File: src/rtl/csr_pkg.sv
// Shared definitions for the machine-mode CSR unit: addresses, write masks,
// op encodings, mstatus field positions and interrupt cause codes.
package csr_pkg;

    typedef enum logic [1:0] {
        CSR_NONE = 2'b00,
        CSR_RW   = 2'b01,
        CSR_RS   = 2'b10,
        CSR_RC   = 2'b11
    } csr_op_e;

    // CSR addresses
    localparam logic [11:0] ADDR_MSTATUS   = 12'h300;
    localparam logic [11:0] ADDR_MISA      = 12'h301;
    localparam logic [11:0] ADDR_MIE       = 12'h304;
    localparam logic [11:0] ADDR_MTVEC     = 12'h305;
    localparam logic [11:0] ADDR_MSCRATCH  = 12'h340;
    localparam logic [11:0] ADDR_MEPC      = 12'h341;
    localparam logic [11:0] ADDR_MCAUSE    = 12'h342;
    localparam logic [11:0] ADDR_MTVAL     = 12'h343;
    localparam logic [11:0] ADDR_MIP       = 12'h344;
    localparam logic [11:0] ADDR_MCYCLE    = 12'hB00;
    localparam logic [11:0] ADDR_MINSTRET  = 12'hB02;
    localparam logic [11:0] ADDR_MCYCLEH   = 12'hB80;
    localparam logic [11:0] ADDR_MINSTRETH = 12'hB82;
    localparam logic [11:0] ADDR_MVENDORID = 12'hF11;
    localparam logic [11:0] ADDR_MARCHID   = 12'hF12;
    localparam logic [11:0] ADDR_MIMPID    = 12'hF13;
    localparam logic [11:0] ADDR_MHARTID   = 12'hF14;

    // mstatus field positions
    localparam int MSTATUS_MIE    = 3;
    localparam int MSTATUS_MPIE   = 7;
    localparam int MSTATUS_MPP_LO = 11;
    localparam int MSTATUS_MPP_HI = 12;

    // mip / mie bit positions
    localparam int IRQ_MSI_BIT = 3;
    localparam int IRQ_MTI_BIT = 7;
    localparam int IRQ_MEI_BIT = 11;

    // Software-writable bits per CSR. MPP is M-only, so it is never
    // software-writable; only trap entry and MRET load it (always 2'b11).
    localparam logic [31:0] MSTATUS_WMASK  = 32'h0000_0088;
    localparam logic [31:0] MIE_WMASK      = 32'h0000_0888;
    localparam logic [31:0] MTVEC_WMASK_V  = 32'hFFFF_FFFD;  // MODE 0/1 legal
    localparam logic [31:0] MTVEC_WMASK_D  = 32'hFFFF_FFFC;  // MODE stuck at 0
    localparam logic [31:0] MEPC_WMASK     = 32'hFFFF_FFFC;
    localparam logic [31:0] FULL_WMASK     = 32'hFFFF_FFFF;
    localparam logic [31:0] NO_WMASK       = 32'h0000_0000;

    // Interrupt cause codes
    localparam logic [31:0] CAUSE_MEI = 32'h8000_000B;
    localparam logic [31:0] CAUSE_MSI = 32'h8000_0003;
    localparam logic [31:0] CAUSE_MTI = 32'h8000_0007;

    // Zicsr read-modify-write result before masking
    function automatic logic [31:0] csr_apply_op(input csr_op_e op,
                                                 input logic [31:0] old,
                                                 input logic [31:0] wsrc);
        case (op)
            CSR_RW:  return wsrc;
            CSR_RS:  return old | wsrc;
            CSR_RC:  return old & ~wsrc;
            default: return old;
        endcase
    endfunction

    // Keep non-writable bits, take writable bits from the new value
    function automatic logic [31:0] csr_merge(input logic [31:0] old,
                                              input logic [31:0] nval,
                                              input logic [31:0] mask);
        return (old & ~mask) | (nval & mask);
    endfunction

endpackage

File: src/rtl/csr_counter64.sv
// Free-running counter of CNT_WIDTH bits with 32-bit low/high write and read
// ports. A write to either half takes priority over the increment.
module csr_counter64 #(
    parameter int CNT_WIDTH = 64
) (
    input  logic        clk,
    input  logic        rst,
    input  logic        inc,
    input  logic        wr_lo,
    input  logic        wr_hi,
    input  logic [31:0] wdata,
    output logic [31:0] rd_lo,
    output logic [31:0] rd_hi
);

    localparam int HI_W = CNT_WIDTH - 32;

    logic [CNT_WIDTH-1:0] cnt;

    // Half-word writes replace that half only (no carry); otherwise count and wrap
    always_ff @(posedge clk or posedge rst) begin
        if (rst) begin
            cnt <= '0;
        end else if (wr_lo) begin
            cnt[31:0] <= wdata;
        end else if (wr_hi) begin
            cnt[CNT_WIDTH-1:32] <= wdata[HI_W-1:0];
        end else if (inc) begin
            cnt <= cnt + {{(CNT_WIDTH-1){1'b0}}, 1'b1};
        end
    end

    assign rd_lo = cnt[31:0];
    assign rd_hi = 32'(cnt[CNT_WIDTH-1:32]);

endmodule

File: src/rtl/csr_unit.sv
// Machine-mode RV32 CSR unit: Zicsr read-modify-write, illegal-access
// detection, trap entry / MRET with registered PC redirect, mcycle/minstret
// counters and interrupt pending/enable arbitration.
module csr_unit
    import csr_pkg::*;
#(
    parameter logic [31:0] MTVEC_RESET = 32'h0000_0000,
    parameter logic [31:0] MISA_VALUE  = 32'h4000_0100,
    parameter int          HART_ID     = 0,
    parameter int          VECTORED_EN = 1,
    parameter int          CNT_WIDTH   = 64
) (
    input  logic        clk,
    input  logic        rst,
    input  logic [1:0]  csr_op,
    input  logic        csr_we,
    input  logic [11:0] csr_addr,
    input  logic [31:0] csr_wsrc,
    output logic [31:0] csr_rdata,
    output logic        csr_illegal,
    input  logic        trap_valid,
    input  logic [31:0] trap_cause,
    input  logic [31:0] trap_pc,
    input  logic [31:0] trap_tval,
    input  logic        mret_valid,
    input  logic        instret_inc,
    input  logic        irq_ext,
    input  logic        irq_timer,
    input  logic        irq_sw,
    output logic        irq_req,
    output logic [31:0] irq_cause,
    output logic        redirect_valid,
    output logic [31:0] redirect_pc,
    output logic [31:0] mstatus_o
);

    localparam logic [31:0] MTVEC_WMASK = (VECTORED_EN != 0) ? MTVEC_WMASK_V : MTVEC_WMASK_D;

    csr_op_e     op;
    logic        access;
    logic        known;
    logic        wr_req;
    logic        wr_en;
    logic [31:0] old_val;
    logic [31:0] wmask;
    logic [31:0] wr_data;

    logic [31:0] mstatus_q;
    logic [31:0] mie_q;
    logic [31:0] mtvec_q;
    logic [31:0] mscratch_q;
    logic [31:0] mepc_q;
    logic [31:0] mcause_q;
    logic [31:0] mtval_q;
    logic [31:0] mip_q;
    logic [31:0] mip_next;
    logic [31:0] irq_pend;

    logic [31:0] mcycle_lo;
    logic [31:0] mcycle_hi;
    logic [31:0] minstret_lo;
    logic [31:0] minstret_hi;
    logic        hit_mcycle;
    logic        hit_minstret;

    logic [31:0] trap_base;
    logic        trap_vectored;
    logic [31:0] trap_target;

    assign op     = csr_op_e'(csr_op);
    assign access = (op != CSR_NONE);

    // Address decode: old value, legality and writable-bit mask of the selected CSR
    always_comb begin
        old_val = '0;
        known   = 1'b0;
        wmask   = NO_WMASK;
        case (csr_addr)
            ADDR_MSTATUS:   begin old_val = mstatus_q;   known = 1'b1; wmask = MSTATUS_WMASK; end
            ADDR_MISA:      begin old_val = MISA_VALUE;  known = 1'b1; end
            ADDR_MIE:       begin old_val = mie_q;       known = 1'b1; wmask = MIE_WMASK;     end
            ADDR_MTVEC:     begin old_val = mtvec_q;     known = 1'b1; wmask = MTVEC_WMASK;   end
            ADDR_MSCRATCH:  begin old_val = mscratch_q;  known = 1'b1; wmask = FULL_WMASK;    end
            ADDR_MEPC:      begin old_val = mepc_q;      known = 1'b1; wmask = MEPC_WMASK;    end
            ADDR_MCAUSE:    begin old_val = mcause_q;    known = 1'b1; wmask = FULL_WMASK;    end
            ADDR_MTVAL:     begin old_val = mtval_q;     known = 1'b1; wmask = FULL_WMASK;    end
            ADDR_MIP:       begin old_val = mip_q;       known = 1'b1; end
            ADDR_MCYCLE:    begin old_val = mcycle_lo;   known = 1'b1; wmask = FULL_WMASK;    end
            ADDR_MCYCLEH:   begin old_val = mcycle_hi;   known = 1'b1; wmask = FULL_WMASK;    end
            ADDR_MINSTRET:  begin old_val = minstret_lo; known = 1'b1; wmask = FULL_WMASK;    end
            ADDR_MINSTRETH: begin old_val = minstret_hi; known = 1'b1; wmask = FULL_WMASK;    end
            ADDR_MVENDORID: begin old_val = '0;          known = 1'b1; end
            ADDR_MARCHID:   begin old_val = '0;          known = 1'b1; end
            ADDR_MIMPID:    begin old_val = '0;          known = 1'b1; end
            ADDR_MHARTID:   begin old_val = 32'(HART_ID); known = 1'b1; end
            default:        ;
        endcase
    end

    assign csr_rdata   = access ? old_val : '0;
    assign csr_illegal = access && (!known || (csr_we && (csr_addr[11:10] == 2'b11)));

    // A legal write request; trap and MRET take the cycle away from it
    assign wr_req  = access && csr_we && !csr_illegal;
    assign wr_en   = wr_req && !trap_valid && !mret_valid;
    assign wr_data = csr_merge(old_val, csr_apply_op(op, old_val, csr_wsrc), wmask);

    // Counter increments are suppressed whenever software targets that counter
    assign hit_mcycle   = (csr_addr == ADDR_MCYCLE)   || (csr_addr == ADDR_MCYCLEH);
    assign hit_minstret = (csr_addr == ADDR_MINSTRET) || (csr_addr == ADDR_MINSTRETH);

    csr_counter64 #(.CNT_WIDTH(CNT_WIDTH)) u_mcycle (
        .clk   (clk),
        .rst   (rst),
        .inc   (!(wr_req && hit_mcycle)),
        .wr_lo (wr_en && (csr_addr == ADDR_MCYCLE)),
        .wr_hi (wr_en && (csr_addr == ADDR_MCYCLEH)),
        .wdata (wr_data),
        .rd_lo (mcycle_lo),
        .rd_hi (mcycle_hi)
    );

    csr_counter64 #(.CNT_WIDTH(CNT_WIDTH)) u_minstret (
        .clk   (clk),
        .rst   (rst),
        .inc   (instret_inc && !(wr_req && hit_minstret)),
        .wr_lo (wr_en && (csr_addr == ADDR_MINSTRET)),
        .wr_hi (wr_en && (csr_addr == ADDR_MINSTRETH)),
        .wdata (wr_data),
        .rd_lo (minstret_lo),
        .rd_hi (minstret_hi)
    );

    // Trap target: base, or base + 4*cause for vectored interrupts
    assign trap_base     = {mtvec_q[31:2], 2'b00};
    assign trap_vectored = (VECTORED_EN != 0) && (mtvec_q[1:0] == 2'b01) && trap_cause[31];
    assign trap_target   = trap_vectored ? (trap_base + {25'b0, trap_cause[4:0], 2'b00}) : trap_base;

    // Architectural CSR state: trap entry beats MRET, both beat a software write
    always_ff @(posedge clk or posedge rst) begin
        if (rst) begin
            mstatus_q  <= '0;
            mie_q      <= '0;
            mtvec_q    <= MTVEC_RESET;
            mscratch_q <= '0;
            mepc_q     <= '0;
            mcause_q   <= '0;
            mtval_q    <= '0;
        end else if (trap_valid) begin
            mepc_q   <= trap_pc & ~32'h3;
            mcause_q <= trap_cause;
            mtval_q  <= trap_tval;
            mstatus_q[MSTATUS_MPIE] <= mstatus_q[MSTATUS_MIE];
            mstatus_q[MSTATUS_MIE]  <= 1'b0;
            mstatus_q[MSTATUS_MPP_HI:MSTATUS_MPP_LO] <= 2'b11;
        end else if (mret_valid) begin
            mstatus_q[MSTATUS_MIE]  <= mstatus_q[MSTATUS_MPIE];
            mstatus_q[MSTATUS_MPIE] <= 1'b1;
            mstatus_q[MSTATUS_MPP_HI:MSTATUS_MPP_LO] <= 2'b11;
        end else if (wr_en) begin
            case (csr_addr)
                ADDR_MSTATUS:  mstatus_q  <= wr_data;
                ADDR_MIE:      mie_q      <= wr_data;
                ADDR_MTVEC:    mtvec_q    <= wr_data;
                ADDR_MSCRATCH: mscratch_q <= wr_data;
                ADDR_MEPC:     mepc_q     <= wr_data;
                ADDR_MCAUSE:   mcause_q   <= wr_data;
                ADDR_MTVAL:    mtval_q    <= wr_data;
                default:       ;
            endcase
        end
    end

    assign mip_next = {20'b0, irq_ext, 3'b0, irq_timer, 3'b0, irq_sw, 3'b0};

    // Pending bits are a one-cycle registered copy of the interrupt lines
    always_ff @(posedge clk or posedge rst) begin
        if (rst) begin
            mip_q <= '0;
        end else begin
            mip_q <= mip_next;
        end
    end

    assign irq_pend = mip_q & mie_q;
    assign irq_req  = mstatus_q[MSTATUS_MIE] && (|irq_pend);

    // Fixed priority: external, then software, then timer
    always_comb begin
        irq_cause = '0;
        if (irq_pend[IRQ_MEI_BIT]) begin
            irq_cause = CAUSE_MEI;
        end else if (irq_pend[IRQ_MSI_BIT]) begin
            irq_cause = CAUSE_MSI;
        end else if (irq_pend[IRQ_MTI_BIT]) begin
            irq_cause = CAUSE_MTI;
        end
    end

    // One-cycle redirect pulse to fetch, issued the cycle after trap or MRET
    always_ff @(posedge clk or posedge rst) begin
        if (rst) begin
            redirect_valid <= 1'b0;
            redirect_pc    <= '0;
        end else begin
            redirect_valid <= trap_valid || mret_valid;
            if (trap_valid) begin
                redirect_pc <= trap_target;
            end else if (mret_valid) begin
                redirect_pc <= mepc_q;
            end
        end
    end

    assign mstatus_o = mstatus_q;

endmodule

File: config.mk
export PLATFORM = sky130hd
export DESIGN_NAME = csr_unit
export DESIGN_NICKNAME = d
export VERILOG_FILES = /design/src/rtl/csr_pkg.sv /design/src/rtl/csr_counter64.sv /design/src/rtl/csr_unit.sv
export SDC_FILE = /design/constraint.sdc
export NUM_CORES = 1
export LEC_CHECK = 0
export ABC_AREA = 1
export BUFFER_PORTS_ARGS = -buffer_cell sky130_fd_sc_hd__buf_2
export CORE_MARGIN = 2
export CORE_UTILIZATION = 50
export CTS_CLUSTER_DIAMETER = 30
export DETAILED_ROUTE_END_ITERATION = 8
export PLACE_DENSITY = 0.83
export RECOVER_POWER = 50
export SLEW_MARGIN = 20
export SYNTH_ARGS = -nofsm -noshare
export SYNTH_HDL_FRONTEND = slang
export SYNTH_SLANG_ARGS = --single-unit
File: constraint.sdc
create_clock -name clk -period 15.7 [get_ports clk]
set_clock_uncertainty 0.2 [all_clocks]
set_input_delay 4.71 -clock clk [delete_from_list [all_inputs] [get_ports clk]]
set_output_delay 4.71 -clock clk [all_outputs]
set_load 0.05 [all_outputs]
# Word-level counts from Yosys, hierarchy flattened
# Index checks and enable logic that the tools add are counted.
# totals
register_bits,388
input_bits,151
output_inout_bits,131
elab_cells,145
# op_classes
addsub,3
n_eq_ne,27
n_mux,39
n_bitwise,12
n_reduce_logical,49
# op_table
op,count
$mux W32,25
$pmux W32 S13,1
$pmux W32 S5,1
$add A64 B1 Y64 const B,2
$mux W64,2
$eq A12 B10 Y1 const B,9
$and A32 B32 Y32,3
$eq A12 B12 Y1 const B,8
$pmux W32 S3,1
$not A32 Y32,2
$or A32 B32 Y32,2
$add A32 B7 Y32,1
$and A12 B32 Y32,1
$reduce_or A32 Y1,1
$mux W13,2
$reduce_or A17 Y1,1
$reduce_and A4 Y1,4
$reduce_bool A2 Y1,8
$logic_and A1 B1 Y1,15
$reduce_and A2 Y1,5
$reduce_and A3 Y1,3
$ne A2 B1 Y1 const B,4
$reduce_or A7 Y1,1
$eq A2 B2 Y1 const B,3
other kinds (8),25

# Longest topological paths before layout
# logic_depth
depth_word,14
depth_mapped,18
ltp_nobuf,17

# Hierarchy
# A second synthesis with hierarchy kept.
# hier_totals
cells_unflattened,3840
hier_area_um2,25291.8
# by_module_without_submodules
mod,instances,cells_each,area_per_inst_um2
csr_unit,1,2248,15512.4
csr_counter64,2,796,4889.7

# Worst setup path before layout
# No wires, ideal clock.
# synth_path
kind,input -> output
from,input port csr_addr[6]
to,output port csr_rdata[31]
arrival_time_ns,6.431
required_ns,10.790
slack_ns,4.359
stages,10
n_path_buf,2
path_cell_list,nor2_1 > nand2_2 > nor2_2 > nand2_1 > clkbuf_1 > buf_2 > o2111ai_1 > nor3_1 > or2_2 > inv_1
# synth_between
elab_chain_cells,3
elab_cells_between_ends,15
classes_between,13 x eq/ne; 2 x mux
# synth_lines
item,line,rtl
"start, declared",csr_unit.sv:17,"input logic [11:0] csr_addr,"
$eq A12 B12 Y1 / $eq A12 B10 Y1 (equally long branches),csr_unit.sv:78,case (csr_addr)
$pmux W32 S13 (*),csr_unit.sv:78,
$mux W32 (*),csr_unit.sv:100,assign csr_rdata = access ? old_val : '0;
"end, declared",csr_unit.sv:19,"output logic [31:0] csr_rdata,"
# Every way passes the cells marked *; elsewhere a longest branch is shown, timed or not.

# Worst setup path after layout
# layout_path
from,input port csr_addr[3]
to,output port csr_rdata[31]
# The elaborated chain is that of the path after synthesis.

==> impl_metrics.env <==
export IMPL_slowest_delay_ps=950
export IMPL_synth_edf_count=0
export IMPL_crit_cells=10
export IMPL_wirelength_um=135000
export IMPL_slew_viol_final=462
export IMPL_ys_ff_latch=388
export IMPL_top_layer="met5"
export IMPL_hold_buffers=0
export IMPL_r2r_start="mtvec_q[2]$_DFFE_PP0P_"
export IMPL_slew_headroom_pct=-250
export IMPL_crit_buf_inv=3
export IMPL_grt_pass1_vias=29668
export IMPL_vias=32052
export IMPL_grt_setup_unrepaired="false"
export IMPL_fin_tns_setup_ps=0
export IMPL_drt_first_iter_violations=4907
export IMPL_rows=85
export IMPL_setup_viol=0
export IMPL_ios=282
export IMPL_wl_met2_um=54600
export IMPL_synth_ff_type="dfrtp_1"
export IMPL_crit_fanout=26
export IMPL_crit_required_ps=10790
export IMPL_synth_top_cell_area_share_pct=35.6
export IMPL_dieArea_sq_um=56400
export IMPL_htreeDepth=3
export IMPL_dp_slack_ps=2760
export IMPL_cts_sinks=388
export IMPL_drv_cap=6
export IMPL_nFillCells=5089
export IMPL_track_usage_pct=47.7
export IMPL_numCtsBuffers=98
export IMPL_endpoint_kind="output pin"
export IMPL_dpl_hpwl_um=101000
export IMPL_grt_pass1_wl_um=196000
export IMPL_clock_path_buffers=3
export IMPL_start_util_pct=50.6
export IMPL_clockPowerShare_pct=60.6
export IMPL_fmax_ghz=0.0769
export IMPL_port_buffers=252
export IMPL_comb_power_share_pct=8.0
export IMPL_crit_end="csr_rdata[31]"
export IMPL_finalHoldViolations=0
export IMPL_path_cells="buf_2 -> nor2_1 -> nand2_4 -> nor2_4 -> nand2_1 -> o2111ai_1 -> nor3_1 -> or2_2 -> inv_1 -> buf_2"
export IMPL_ys_warn_count=0
export IMPL_viasPerCell=6.05
export IMPL_seq_power_share_pct=31.4
export IMPL_antenna_found_initial=5
export IMPL_fin_area_sq_um=32300
export IMPL_ant_nets=0
export IMPL_r2r_slack_ps=12120
export IMPL_synth_top_cell_by_area="dfrtp_1"
export IMPL_worst_pin_slew_ps=5230
export IMPL_dr_wl_met3_um=17700
export IMPL_met1_length_um=49200
export IMPL_crit_start="csr_addr[3]"
export IMPL_switching_share_pct=27.0
export IMPL_crit_slowest_cell="nand2_1"
export IMPL_worstPathArrival_ps=8100
export IMPL_insertion_delay_ps=660
export IMPL_critPathKind="primary input to output pin"
export IMPL_status="finished, violations left"
export IMPL_clkSlewWorstSetupHoldPaths_ps=40
export IMPL_fin_nets=4672
export IMPL_period_minus_slack_ps=13010
export IMPL_startpoint_type="primary input"
export IMPL_synth_area_leaders="dfrtp_1 (36%), nand2_1 (22%), nand3_1 (9.9%), nor2_1 (7.1%), inv_1 (4.7%)"
export IMPL_postSynthAreaPerCell_sq_um=6.27
export IMPL_cts_root_buffer="clkbuf_16"
export IMPL_placed_area_sq_um=28700
export IMPL_hold_path_class="flop to flop"
export IMPL_cts_repair_timing_setup_buffer_count=0
export IMPL_powerDensity_nw_per_um2=111
export IMPL_finalPower_mw=3.59
export IMPL_min_period_over_period_pct=82.9
export IMPL_first_pass_iters=6
export IMPL_drive_gt1_share_pct=11.5
export IMPL_overflow=0
export IMPL_cpMostUsedCell="buf_2"
export IMPL_p_int_mw=2.62
export IMPL_r2r_cells=13
export IMPL_place_gp_congestion=1.09
export IMPL_power_leakage_nw=16.5
export IMPL_route_detailed_drc=0
export IMPL_netlist_top_cells_count="nand2_1 (1,611), nand3_1 (538), nor2_1 (513)"
export IMPL_syn_to_final_growth_pct=18.3
export IMPL_violations="max-capacitance violations, max-slew violations"
export IMPL_wl_per_cell_um=25.5
export IMPL_grt_max_degree=153
export IMPL_die_h_um=238
export IMPL_cts_tree="built"
export IMPL_netlist_area_sq_um=27300
export IMPL_synthCells=4349
export IMPL_synth_async_reset_ratio_pct=100
export IMPL_ys_types=48
export IMPL_p_sw_uw=970
export IMPL_ys_seq_area_share_pct=35.6
export IMPL_cts_resized=0
export IMPL_core_region_area_sq_um=53900
export IMPL_setup_ws_ps=2690
export IMPL_yosysMostFrequentCell="nand2_1"
export IMPL_ir_drop_v=0.0000852
export IMPL_reg2reg_to="redirect_pc[28]$_DFFE_PP0N_"
export IMPL_die_width_um=238
export IMPL_critical_path_top_delay_family="simple AND/OR/NAND/NOR gates"
## cell families (layout without fill, tap and decap cells)
| group | Yosys count | in the layout | share of synthesized area [%] |
|---|---|---|---|
| AO/OA/AOI/OAI | 286 | 286 | 5.68 |
| XOR/XNOR | 108 | 108 | 3.47 |
| flip-flops | 388 | 388 | 35.6 |
| other | 1 | 30 | 0.0138 |
| adder cells (fa/ha/maj) | 8 | 8 | 0.395 |
| buffers and inverters | 619 | 841 | 9.32 |
| AND/OR/NAND/NOR | 2939 | 2939 | 45.5 |
## worst reg2reg max path, delay by kind of cell, from the launching register on
kind	cells	cell delay, ps
and+or+nand+nor	7	1600
adders and majority gates	2	630
AOI/OAI and AO/OA	2	400
DFF	1	350
xor gates and xnor gates	1	240
buffers and inverters	1	70
## state kept, by name, indices dropped and copies added, names as in the netlist
signal and count:
mcause_q 32, mepc_q 32, mie_q 32, mip_q 3
mscratch_q 32, mstatus_o 32, mtval_q 32, mtvec_q 32
redirect_pc 32, redirect_valid 1, u_mcycle.cnt 64, u_minstret.cnt 64
## layout make-up
class                      count  area, sq um  share of cell area [%]
clock inverter                61          843                    2.61
timing repair buffer         295         1570                    4.85
multi-input combinational   3368        15200                    47.1
antenna                        3         7.51                  0.0233
clock buffer                 123         2730                    8.45
sequential                   388         9710                    30.1
tap                          696          871                    2.70
inverter                     362         1360                    4.22
## routing by layer
metal	up-vias	global-route usage [%]
li1	14184	-
met1	14756	60.0
met2	2535	67.3
met3	573	14.2
met4	4	39.7
met5	-	0
## stage by stage
step,hold slack (ps),instances,util [%]
CTS,175,5293,59.9
global route,184,5293,59.8
floorplan,229,4375,-
global placement,165,5109,53.3
detailed placement,166,5109,53.3
finish,171,5296,59.8
## power by group through the flow
stage | clock, mW | combinational [mW] | sequential (mW)
after floorplan | 0 | 0.173 | 1.13
after global placement | 0 | 0.273 | 1.14
after detailed placement | 0 | 0.278 | 1.14
after CTS | 2.17 | 0.280 | 1.12
after global routing | 2.23 | 0.311 | 1.13
final | 2.18 | 0.287 | 1.13
## layout by cell type (no fill, tap or decap), drive strengths merged
master and count:
xor2 83, o21bai 3, or2 4, nand3 541, a22oi 3, clkinv 36
nor4 15, or3 1, nand3b 30, dfrtp 388, conb 27, nor4b 1
diode 3, and2 1, fa 1, clkinvlp 9, bufinv 16, o31ai 1
xnor2 25, a21oi 55, nand2 1618, buf 289, o2111ai 2, a31oi 13
nor2 527, nor3b 8, clkbuf 129, o211ai 19, o22ai 14, and3 15
inv 362, nand4 74, nor3 104, o221ai 1, ha 7, o21ai 174
o311ai 1
## worst min path at each step
| stage | from | end | slack [ps] | depth (start not counted) |
|---|---|---|---|---|
| 2_1_floorplan | mie_q[10]$_DFFE_PP0P_ | mie_q[10]$_DFFE_PP0P_ | 230 | 1 |
| 3_3_place_gp | mtvec_q[1]$_DFFE_PP0P_ | mtvec_q[1]$_DFFE_PP0P_ | 160 | 0 |
| 3_5_place_dp | mie_q[17]$_DFFE_PP0P_ | mie_q[17]$_DFFE_PP0P_ | 170 | 0 |
| 4_1_cts | mie_q[28]$_DFFE_PP0P_ | mie_q[28]$_DFFE_PP0P_ | 170 | 0 |
| 5_1_grt | mie_q[23]$_DFFE_PP0P_ | mie_q[23]$_DFFE_PP0P_ | 180 | 0 |
| 6_report | mie_q[15]$_DFFE_PP0P_ | mie_q[15]$_DFFE_PP0P_ | 170 | 0 |
(Power assumes the default switching activity.)
